`src/rtl/dotprod_stream_ctrl.sv`:
```
// ---------------------------------------------------------------------------
// dotprod_stream_ctrl
//
// Operand feeder and result collector for an external combinational
// dot-product datapath. Element pairs (a_i, b_i) arrive over a valid/ready
// handshake and are packed into two LEN-entry vectors. Once a vector closes
// (in_last, or the LEN-th pair), the packed vectors are held stable for
// CALC_CYC cycles while the multiply/add tree settles. The N-bit result is
// then captured and offered over a valid/ready output handshake.
//
// Ports:
//   clk        system clock, rising edge
//   rst_n      asynchronous active-low reset
//   in_valid   element pair valid
//   in_ready   block can accept an element pair (high only while filling)
//   in_a/in_b  elements of vectors A and B
//   in_last    final pair of a vector (may arrive before LEN pairs)
//   vec_a/b    registered packed vectors to the dot-product instance
//   dp_result  combinational result from the dot-product instance
//   out_valid  result valid
//   out_ready  downstream accepts the result
//   out_data   captured dot product (N bits, modulo 2^N)
//   out_len    number of elements loaded for this result
// ---------------------------------------------------------------------------
module dotprod_stream_ctrl #(
    parameter int N        = 32,
    parameter int LEN      = 4,
    parameter int CALC_CYC = 1
) (
    input  logic                  clk,
    input  logic                  rst_n,
    input  logic                  in_valid,
    output logic                  in_ready,
    input  logic [N-1:0]          in_a,
    input  logic [N-1:0]          in_b,
    input  logic                  in_last,
    output logic [N-1:0]          vec_a [LEN-1:0],
    output logic [N-1:0]          vec_b [LEN-1:0],
    input  logic [N-1:0]          dp_result,
    output logic                  out_valid,
    input  logic                  out_ready,
    output logic [N-1:0]          out_data,
    output logic [$clog2(LEN):0]  out_len
);

    // count must reach LEN (one past the last slot) so out_len = count+1 fits
    localparam int CW = $clog2(LEN) + 1;
    localparam int KW = (CALC_CYC > 1) ? $clog2(CALC_CYC) : 1;
    localparam logic [CW-1:0] LAST_IDX  = CW'(LEN - 1);
    localparam logic [KW-1:0] CALC_LAST = KW'(CALC_CYC - 1);

    typedef enum logic [1:0] {
        FILL = 2'd0,
        CALC = 2'd1,
        OUT  = 2'd2
    } state_t;

    state_t          state_r;
    state_t          state_nxt_s;
    logic [CW-1:0]   count_r;
    logic [KW-1:0]   calc_cnt_r;
    logic [N-1:0]    vec_a_r [LEN-1:0];
    logic [N-1:0]    vec_b_r [LEN-1:0];
    logic [N-1:0]    out_data_r;
    logic [CW-1:0]   out_len_r;

    logic            accept_s;
    logic            close_s;
    logic            calc_done_s;
    logic            out_fire_s;

    assign in_ready  = (state_r == FILL);
    assign out_valid = (state_r == OUT);
    assign vec_a     = vec_a_r;
    assign vec_b     = vec_b_r;
    assign out_data  = out_data_r;
    assign out_len   = out_len_r;

    // Next-state and handshake decode from the registered state
    always_comb begin
        state_nxt_s = state_r;
        accept_s    = 1'b0;
        close_s     = 1'b0;
        calc_done_s = 1'b0;
        out_fire_s  = 1'b0;
        case (state_r)
            FILL: begin
                accept_s = in_valid;
                // vector closes on in_last or on the slot that fills it
                if (in_valid && (in_last || (count_r == LAST_IDX))) begin
                    close_s     = 1'b1;
                    state_nxt_s = CALC;
                end else begin
                    state_nxt_s = FILL;
                end
            end
            CALC: begin
                if (calc_cnt_r == CALC_LAST) begin
                    calc_done_s = 1'b1;
                    state_nxt_s = OUT;
                end else begin
                    state_nxt_s = CALC;
                end
            end
            OUT: begin
                if (out_ready) begin
                    out_fire_s  = 1'b1;
                    state_nxt_s = FILL;
                end else begin
                    state_nxt_s = OUT;
                end
            end
            default: begin
                state_nxt_s = FILL;
            end
        endcase
    end

    // State register
    always_ff @(posedge clk or negedge rst_n) begin
        if (!rst_n) begin
            state_r <= FILL;
        end else begin
            state_r <= state_nxt_s;
        end
    end

    // Fill counter, settle counter and result capture
    always_ff @(posedge clk or negedge rst_n) begin
        if (!rst_n) begin
            count_r    <= '0;
            calc_cnt_r <= '0;
            out_data_r <= '0;
            out_len_r  <= '0;
        end else begin
            if (out_fire_s) begin
                count_r <= '0;
            end else if (accept_s) begin
                count_r <= count_r + CW'(1);
            end else begin
                count_r <= count_r;
            end

            if (close_s) begin
                out_len_r <= count_r + CW'(1);
            end else begin
                out_len_r <= out_len_r;
            end

            if (state_r == CALC) begin
                if (calc_done_s) begin
                    calc_cnt_r <= '0;
                end else begin
                    calc_cnt_r <= calc_cnt_r + KW'(1);
                end
            end else begin
                calc_cnt_r <= '0;
            end

            if (calc_done_s) begin
                out_data_r <= dp_result;
            end else begin
                out_data_r <= out_data_r;
            end
        end
    end

    // Vector slots: written on accept, cleared together when the result leaves
    // so that unused slots of a short vector contribute zero
    always_ff @(posedge clk or negedge rst_n) begin
        if (!rst_n) begin
            for (int i = 0; i < LEN; i++) begin
                vec_a_r[i] <= '0;
                vec_b_r[i] <= '0;
            end
        end else begin
            for (int i = 0; i < LEN; i++) begin
                if (out_fire_s) begin
                    vec_a_r[i] <= '0;
                    vec_b_r[i] <= '0;
                end else if (accept_s && (count_r == CW'(i))) begin
                    vec_a_r[i] <= in_a;
                    vec_b_r[i] <= in_b;
                end else begin
                    vec_a_r[i] <= vec_a_r[i];
                    vec_b_r[i] <= vec_b_r[i];
                end
            end
        end
    end

endmodule

```
`config.mk`:
```
export PLATFORM = sky130hd
export DESIGN_NAME = dotprod_stream_ctrl
export DESIGN_NICKNAME = d
export VERILOG_FILES = /design/src/rtl/dotprod_stream_ctrl.sv
export SDC_FILE = /design/constraint.sdc
export NUM_CORES = 1
export LEC_CHECK = 0
export ABC_AREA = 1
export ABC_CLOCK_PERIOD_IN_PS = 2700
export CORE_UTILIZATION = 25
export DETAILED_ROUTE_END_ITERATION = 6
export MAX_ROUTING_LAYER = met4
export SLEW_MARGIN = 20
export SYNTH_ARGS = -nofsm -noshare
export SYNTH_HDL_FRONTEND = slang
export SYNTH_SLANG_ARGS = --single-unit
```
`constraint.sdc`:
```
create_clock -name clk -period 2.7 [get_ports clk]
set_input_delay 0.54 -clock clk [delete_from_list [all_inputs] [get_ports clk]]
set_output_delay 0.54 -clock clk [all_outputs]
set_load 0.01 [all_outputs]
```
After elaboration in Yosys (flattened, before gate mapping)

Cells that the tools add are included.

Add/sub/neg operators: 2
Equality and inequality tests: 5
Multiplexer cells: 31
Reductions and logical operators: 13

Operators by type and width:

| kind                                                | count |
|---|---|
| 2-to-1 mux 32 bit                                   | 16 |
| 2-to-1 mux 1 bit                                    | 10 |
| nonzero test 2 bit                                  | 5 |
| equality test 3 x 2 -> 1 bit, second input constant | 2 |
| 2-to-1 mux 3 bit                                    | 2 |
| case mux 2 bit (3 select lines)                     | 1 |
| logical AND 1 bit                                   | 5 |
| 2-to-1 mux 2 bit                                    | 2 |
| adder 3 x 1 -> 3 bit, second input constant         | 1 |
| equality test 3 x 1 -> 1 bit, second input constant | 1 |
| zero test 3 bit                                     | 1 |
| equality test 2 x 1 -> 1 bit, second input constant | 1 |
| equality test 2 bit, second input constant          | 1 |
| zero test 2 bit                                     | 1 |
| adder 1 bit, second input constant                  | 1 |
| logical OR 1 bit                                    | 1 |

Register bits: 297
Bits of input ports: 101
Output and inout port bits: 293
Logic and storage cells: 64

Logic depth before layout (Yosys ltp)

Gate-level depths: netlist of run 1.

Depth in word-level cells: 5
Depth in mapped cells: 8
Mapped depth without buffers: 7

Worst setup path before layout of run 1

No wires, ideal clock.

Path kind: register to register
From: register count_r[0]
To: register vec_a_r, in the netlist vec_a[127]
Setup time: 0.076 ns
Data arrival time: 1.501 ns
Data required time: 2.624 ns
Slack: 1.123 ns
Cell stages (with the launch flop): 9
Path buffers: 3
Period minus slack after synthesis: 1.577 ns
Cell sequence: dfrtp_1 -> ha_1 -> ha_1 -> nand3_1 -> buf_2 -> buf_4 -> buf_2 -> nand3_1 -> o21ai_1

Word-level cells in the longest chain between the ends: 3

Ends and longest elaborated chain:

| element                             | line | RTL |
|---|---|---|
| start: declaration                  | 60   | `logic [CW-1:0] count_r;` |
| start signal: assignment            | 139  | `count_r <= count_r + CW'(1);` |
| start signal: assignment            | 141  | `count_r <= count_r;` |
| equality test 3 x 2 -> 1 bit        | 181  | `end else if (accept_s && (count_r == CW'(i))) begin` |
| logical AND 1 bit                   | 181  |  |
| nonzero test 2 bit (no source line) | -    |  |
| end signal: indexed assignment      | 182  | `vec_a_r[i] <= in_a;` |
| end signal: indexed assignment      | 185  | `vec_a_r[i] <= vec_a_r[i];` |
| end: declaration                    | 62   | `logic [N-1:0] vec_a_r [LEN-1:0];` |

Every way passes these cells.
A chain may end at the register's enable or synchronous reset.

Worst setup path after layout of run 1

From: register state_r[1]
To: output in_ready

Word-level cells in the longest chain between the ends: 1

Ends and longest elaborated chain:

| element                  | line | RTL |
|---|---|---|
| start: declaration       | 58   | `state_t state_r;` |
| start signal: assignment | 124  | `state_r <= state_nxt_s;` |
| zero test 2 bit          | 72   | `assign in_ready = (state_r == FILL);` |
| end: declaration         | 33   | `output logic in_ready,` |

Every way passes these cells.

==> impl_metrics.toml, run 1 <==
[global_routing]
grt_max_degree = 103
grt.total_usage_pct = 17.5
antenna_found_initial = 1
overflow = 0
grt_pass1_wl_um = 65400
grt_pass1_vias = 10600

[logic_synthesis]
yosys-top-cells-count = "457 x nand3_1, 299 x nand2_1, 297 x dfrtp_1, 86 x o21ai_0, 66 x buf_2"
yosysSeqAreaShare_pct = 61.0
synth_cell_type_count = 17
post-synth-top-count-cell = "nand3_1"
yosysTopAreaCell = "dfrtp_1"
synth_cells = 1329
syn_nets = 1435
synth.area.top_cells = "dfrtp_1 61%, nand3_1 19%, nand2_1 9.2%"
synth-edff-count = 0
syn_area_per_cell_sq_um = 9.16
syn_area_sq_um = 12200
synth_seq_cells = 297
synth_ff_type = "dfrtp_1"
ys_warn_count = 0
synthArstFlopShare_pct = 100
yosysTopAreaCellShare_pct = 61.0

[layout]
drive_gt1_share_pct = 5.98
multi_input_area_sq_um = 4120
final_core_util_pct = 37.9
fin_cells = 2323
area_delta_synth_final_pct = 49.1
num-nets-final = 1788
n_fill_cell = 4742
seq_area_sq_um = 7430

[route]
drt_first_pass_iters = 6
vias = 10900
ant_nets = 0
wl_per_cell_um = 18.5
routed_via_density = 4.70
routed_wl_um = 42900
drc = 0
drtIter0Drc = 936

[timing]
final_max_slew_viol_count = 0
fmax_mhz = 403
rsz0062_at_grt = "false"
skew_ns = 0.0228
finalCritPeriodShare_pct = 91.8
whs_ns = 0.480
hold_viol_final = 0
setup-tns-final_ns = 0
min_period_ns = 2.48
finalSetupViolations = 0
fin_ws_ns = 0.222

[setup_path]
crit_type = "register to output port"
cp_max_fo = 7
critPathCaptureType = "output port"
worstSetupStartpointType = "register"
required_ns = 2.16
worst_ep_arrival_time_ns = 1.94

[clock_tree]
path_clk_slew_ns = 0.06
cts_resized = 0
clk_latency_ns = 0.55
cts_buffers = 37
cts_setup_buffers = 0
cts_buffer_depth = 3
clkSinkCount = 297
ctsHoldBuffers = 1
cts_tree = "built"
cts_root_buffer = "clkbuf_16"
htreeDepth = 2

[placed_design]
hpwl_um = 28600
place.gp.congestion = 0.829
placed_cells = 2257
pre_cts_ws_ns = 0.581
port_buffers = 393

[power]
ir_drop_v = 0.000486
p_leak_nw = 8.70
p_per_area_nw_per_um2 = 1110

[floorplanning]
start_util_pct = 25.4
dieArea_sq_um = 49600
die_h_um = 223
core_sq_um = 47800
row_count = 80
io_pins = 394
die_x_um = 223

[min_path]
hp-class = "register to register"

[outcome]
status = "finished clean"

[run]
cap_violations = 0
-- area by class of cell --
type                    count  share of cell area (%)
multi-input cells         873                    22.7
flip-flops and latches    297                    41.0
diodes                      1                  0.0138
clock inverters            12                   0.938
well taps                 615                    4.24
inverters                  44                   0.910
repair buffers            429                    24.3
clock buffers              52                    5.92
-- layout by cell type, fill, tap and decap left out --
| cell type | count |
|---|---|
| dfrtp_1 | 297 |
| clkinv_2 | 5 |
| ha_1 | 5 |
| dlygate4sd3_1 | 1 |
| nand2_2 | 1 |
| clkbuf_1 | 8 |
| conb_1 | 1 |
| buf_8 | 1 |
| inv_6 | 2 |
| clkbuf_16 | 39 |
| clkdlybuf4s50_1 | 392 |
| nand3_1 | 452 |
| clkbuf_8 | 5 |
| buf_12 | 16 |
| nor2_4 | 4 |
| inv_1 | 44 |
| nand3b_1 | 1 |
| diode_2 | 1 |
| o21ai_1 | 14 |
| o22ai_1 | 2 |
| o21ai_0 | 86 |
| nand3_4 | 5 |
| clkinvlp_4 | 1 |
| bufinv_16 | 4 |
| nand2_1 | 299 |
| buf_4 | 19 |
| nor2_1 | 3 |
-- metal layers --
metal / vias up / global-route usage [%] / part of all wire (%)
li1: 5158 / - / -
met1: 5323 / 22.0 / 43
met2: 367 / 27.1 / 47
met3: 75 / 5.16 / 7.5
met4: 0 / 5.38 / 2.7
met5: - / - / 0
-- critical path, cell delays in order, from the launching register on --
cell and delay, ns:
dfrtp_1 0.45, nor2_4 0.32, clkdlybuf4s50_1 0.63
-- power breakdown --
group          switching [mW]  internal [mW]  total [mW]
registers               0.933           6.08        7.01
logic                    4.07           3.96        8.03
clock network            2.00           3.16        5.16
-- final timing paths --
kind,startpoint,endpoint,slack [ns],cells past startpoint
max reg2reg,state_r[1],vec_a[39],0.81,6
max in group asynchronous,rst_n,vec_b[79],1.42,3
max,state_r[1],in_ready,0.22,2
min,out_data[16],out_data[16],0.48,2
min reg2reg,out_data[16],out_data[16],0.48,2
min in group asynchronous,rst_n,vec_a[14],0.49,2
-- stage by stage --
stage / total power [mW] / instance area [sq um]
2_1_floorplan: 10.3 / 12200
3_3_place_gp: 15.0 / 16900
3_5_place_dp: 15.2 / 16900
4_1_cts: 20.5 / 18100
5_1_grt: 21.4 / 18100
6_report: 20.2 / 18100
-- state kept, by name, indices dropped and copies added (netlist names) --
signal and count:
vec_a 128, state_r 2, count_r 3, out_len 3, out_data 32, vec_b 128
calc_cnt_r 1
-- kinds of logic (layout without fill, tap and decap cells) --
kind of cell	count (synthesis)	count (layout)	share of synthesized area [%]
simple gates	765	765	28.6
flops	297	297	61.0
buf+inv	159	537	5.61
compound gates	102	102	4.21
fa+ha+maj	5	5	0.514
other cells	1	2	0.0308
Power figures use the tool's default switching activity.
==> inputs of run 2 (changes only) <==
CORE_UTILIZATION = 50   (was 25)
PLACE_DENSITY = 0.86   (was default)
==> impl_metrics.toml, run 2 (synthesized netlist as in run 1, its figures left out) <==
[setup_path]
worstSetupStartpointType = "register"
crit_type = "register to output port"
r2r_start = "state_r[1]"
crit_start = "state_r[1]"
required_ns = 2.16
worst_ep_arrival_time_ns = 1.88
cp_max_fo = 7
critPathCaptureType = "output port"

[route]
drtIter0Drc = 991
ant_nets = 0
wl_per_cell_um = 19.3
drt_first_pass_iters = 6
drc = 0
routed_wl_um = 39000
vias = 11400
routed_via_density = 5.66

[timing]
fmax_mhz = 414
finalSetupViolations = 0
setup-tns-final_ns = 0
slew_headroom_pct = 37.2
skew_ns = 0.0148
min_period_ns = 2.42
final_max_slew_viol_count = 0
rsz0062_at_grt = "false"
hold_viol_final = 0
tightest_slew_ns = 0.938
finalCritPeriodShare_pct = 89.5

[clock_tree]
clk_latency_ns = 0.55
htreeDepth = 1
cts_buffer_depth = 3
clkSinkCount = 297
cts_buffers = 31
cts_tree = "built"
path_clk_slew_ns = 0.06
cts_root_buffer = "clkbuf_16"

[global_routing]
antenna_found_initial = 0
grt.met3_usage_pct = 6.54
met1_usage_pct = 37.4
grt_pass1_wl_um = 58900
overflow = 0
met2_usage_pct = 49.9
grt-busiest-layer = "met2"
grt_max_degree = 85
grt.total_usage_pct = 31.3
grt_pass1_vias = 11200

[layout]
area_delta_synth_final_pct = 44.3
final_core_util_pct = 74.2
drive_gt1_share_pct = 5.54
num-nets-final = 1782
final_cell_mix = "452 x nand3_1, 392 x clkdlybuf4s50_1, 299 x nand2_1"
fin_cells = 2017
final_common_cell = "nand3_1"
n_antenna_cell = 0

[power]
power_mw = 19.2
p_per_area_nw_per_um2 = 1100
p_int_mw = 12.5
p_seq_share_pct = 36.8
p_leak_nw = 8.61
swShare_pct = 35.0
comb_power_share_pct = 41.4
power_switching_mw = 6.74
clkPwrFrac_pct = 21.8
ir_drop_v = 0.000664

[floorplanning]
row_count = 56
start_util_pct = 51.4
dieArea_sq_um = 25000
core_sq_um = 23700
io_pins = 394
die_h_um = 158
die_x_um = 158

[min_path]
hp-start = "out_data[0]"
hp-class = "register to register"

[placed_design]
place.gp.congestion = 0.882
placed_cells = 1961
port_buffers = 393
hpwl_um = 25800

[run]
cap_violations = 0

[outcome]
status = "finished clean"
-- run 2: routing by layer --
| layer | vias up | share of wire (%) | wire length, um |
|---|---|---|---|
| met2 | 617 | 48 | 18500 |
| met1 | 5520 | 37 | 14500 |
| met4 | 0 | 5.5 | 2130 |
| met5 | - | 0 | 0 |
| li1 | 5156 | - | - |
| met3 | 130 | 9.7 | 3780 |
-- run 2: path summary, 6_finish.rpt --
path                       slack [ns]  cells after the start          end
setup / recovery                 0.28                      2     in_ready
min in group asynchronous        0.55                      2    vec_a[14]
hold / removal                   0.49                      2  out_data[0]
max in group asynchronous        1.45                      3    vec_b[48]
hold reg to reg                  0.49                      2  out_data[0]
setup reg to reg                 0.62                      5  out_data[9]
-- run 2: cell type report --
type                    count  area [sq um]
clock inverters             5          38.8
multi-input cells         873          4100
flip-flops and latches    297          7430
well taps                 319           399
fillers                  1682          6120
inverters                  44           165
repair buffers            429          4460
clock buffers              50           967
-- run 2: power by group through the flow --
stage	registers, mW	clock network, mW	logic (mW)
after detailed placement	7.09	0	7.91
after CTS	7.07	4.23	7.99
after global routing	7.24	4.41	8.61
after floorplan	7.71	0	2.62
after global placement	7.05	0	7.64
final	7.08	4.18	7.97
-- run 2: repair_timing --
item / in CTS / in global routing
setup buffers: 0 / 0
hold buffers: 1 / 0
hold endpoints to repair: 58 / 0
gates resized for setup: 0 / 0
-- run 2: per-stage QoR --
step | worst slack [ns] | hold slack (ns) | area (sq um)
2_1_floorplan | 1.12 | 0.244 | 12200
3_3_place_gp | 0.387 | 0.468 | 16500
3_5_place_dp | 0.343 | 0.473 | 16500
4_1_cts | 0.252 | 0.488 | 17600
5_1_grt | 0.222 | 0.524 | 17600
6_report | 0.283 | 0.489 | 17600
-- run 2: worst max-delay path: stages, from the launching register on --
cell and delay, ns:
dfrtp_1 0.46, nor2_4 0.25, clkdlybuf4s50_1 0.62
==> inputs of run 3 (changes only) <==
CAP_MARGIN = 25   (was default)
==> impl_metrics.toml, run 3 (synthesized netlist as in run 1, its figures left out) <==
[timing]
fmax_mhz = 414
finalSetupViolations = 0
finalCritPeriodShare_pct = 89.4
final_max_slew_viol_count = 0
setup-tns-final_ns = 0
rsz0062_at_grt = "false"
hold_viol_final = 0
min_period_ns = 2.42
slew_headroom_pct = 62.5
skew_ns = 0.0129
tightest_slew_ns = 0.563

[setup_path]
slowest_stage = "clkdlybuf4s50_1"
critPathCaptureType = "output port"
worstSetupStartpointType = "register"
r2r_start = "count_r[0]"
crit_start = "state_r[1]"
required_ns = 2.16
crit_type = "register to output port"
reg2regPathDepth = 8
crit_family = "buffers and inverters"
cp.buffers_inverters = 1
worst_ep_arrival_time_ns = 1.88
worstReg2RegEnd = "vec_b[4]"
crit_chain = "nor2_4, clkdlybuf4s50_1"
slowest_delay_ns = 0.62
cp_max_fo = 7
r2r_slack_ns = 0.75

[floorplanning]
core_sq_um = 23700
row_count = 56
die_h_um = 158
start_util_pct = 51.4
die_x_um = 158
dieArea_sq_um = 25000
io_pins = 394

[layout]
area_delta_synth_final_pct = 44.4
final_cell_mix = "452 x nand3_1, 392 x clkdlybuf4s50_1, 299 x nand2_1"
multi_input_area_sq_um = 4100
n_fill_cell = 1680
final_common_cell = "nand3_1"
n_antenna_cell = 0
final_cell_area_sq_um = 17600
drive_gt1_share_pct = 5.59
num-nets-final = 1783
seq_area_sq_um = 7430

[power]
p_leak_nw = 8.61
p_per_area_nw_per_um2 = 1090
ir_drop_v = 0.000663
power_mw = 19.2

[clock_tree]
cts_tree = "built"
clk_latency_ns = 0.55
clkSinkCount = 297
cts_root_buffer = "clkbuf_16"
cts_setup_buffers = 0
cts_buffers = 31
path_clk_slew_ns = 0.06
cts_resized = 0
htreeDepth = 1
ctsHoldBuffers = 1
cts_buffer_depth = 3

[run]
cap_violations = 0

[min_path]
min_to = "out_data[30]"
hp-start = "out_data[30]"
hp-class = "register to register"
whs_path_depth = 2

[global_routing]
grt_max_degree = 85
grt.total_usage_pct = 31.3
grt_pass1_vias = 11200
antenna_found_initial = 0
overflow = 0
grt_pass1_wl_um = 58900

[route]
ant_nets = 0
wl_per_cell_um = 19.3
routed_via_density = 5.65
drtIter0Drc = 941
vias = 11400
routed_wl_um = 38900
drc = 0
drt_first_pass_iters = 5

[placed_design]
place.gp.congestion = 0.882
hpwl_um = 25800
dpl-instance-area_sq_um = 16500
port_buffers = 393

[outcome]
status = "finished clean"
## run 3: cell types whose count changed in the layout (fill, tap and decap cells not counted), sizes merged
cell  change
buf       +1
## run 3: cell type report
cell class / count / share of cell area [%]
flip-flops and latches: 297 / 42.3
repair buffers: 430 / 25.5
multi-input cells: 873 / 23.3
clock buffers: 50 / 5.50
well taps: 319 / 2.27
inverters: 44 / 0.940
clock inverters: 5 / 0.221
## run 3: worst reg2reg max path, cell delays in order (launching register included)
cell and delay (ns):
dfrtp_1 0.43, inv_1 0.13, ha_1 0.17, inv_1 0.04, nor2_1 0.11, nand3_2 0.44
buf_12 0.36, nand3_1 0.11, nand2_1 0.06
## run 3: report_power, final
part           switching (mW)  internal, mW  total, mW
Clock                    1.75          2.44       4.18
Sequential              0.999          6.08       7.08
Combinational            3.99          3.99       7.97
Total                    6.73          12.5       19.2
## run 3: stage by stage
stage	util [%]	setup slack (ns)	instances	hold WS, ns
after CTS	74.2	0.252	2017	0.488
final	74.2	0.285	2018	0.485
after global placement	69.9	0.387	1961	0.468
after floorplan	-	1.12	1329	0.244
after detailed placement	69.9	0.343	1961	0.473
after global routing	74.2	0.211	2018	0.524
## run 3: how the worst max path moves through the flow
stage | endpoint | slack [ns] | depth (start not counted)
after floorplan | vec_a[127] | 1.12 | 8
after global placement | vec_b[10] | 0.39 | 5
after detailed placement | vec_b[7] | 0.34 | 5
after CTS | in_ready | 0.25 | 2
after global routing | in_ready | 0.21 | 2
final | in_ready | 0.28 | 2
## run 3: per-layer routing
metal  track usage (%)  part of all wire (%)  up-vias  routed length [um]
met4              16.7                   5.5        0                2120
met2              49.9                    48      626               18600
met1              37.4                    37     5497               14400
met3              6.54                   9.7      127                3790
met5                 -                     0        -                   0
li1                  -                     -     5152                   -
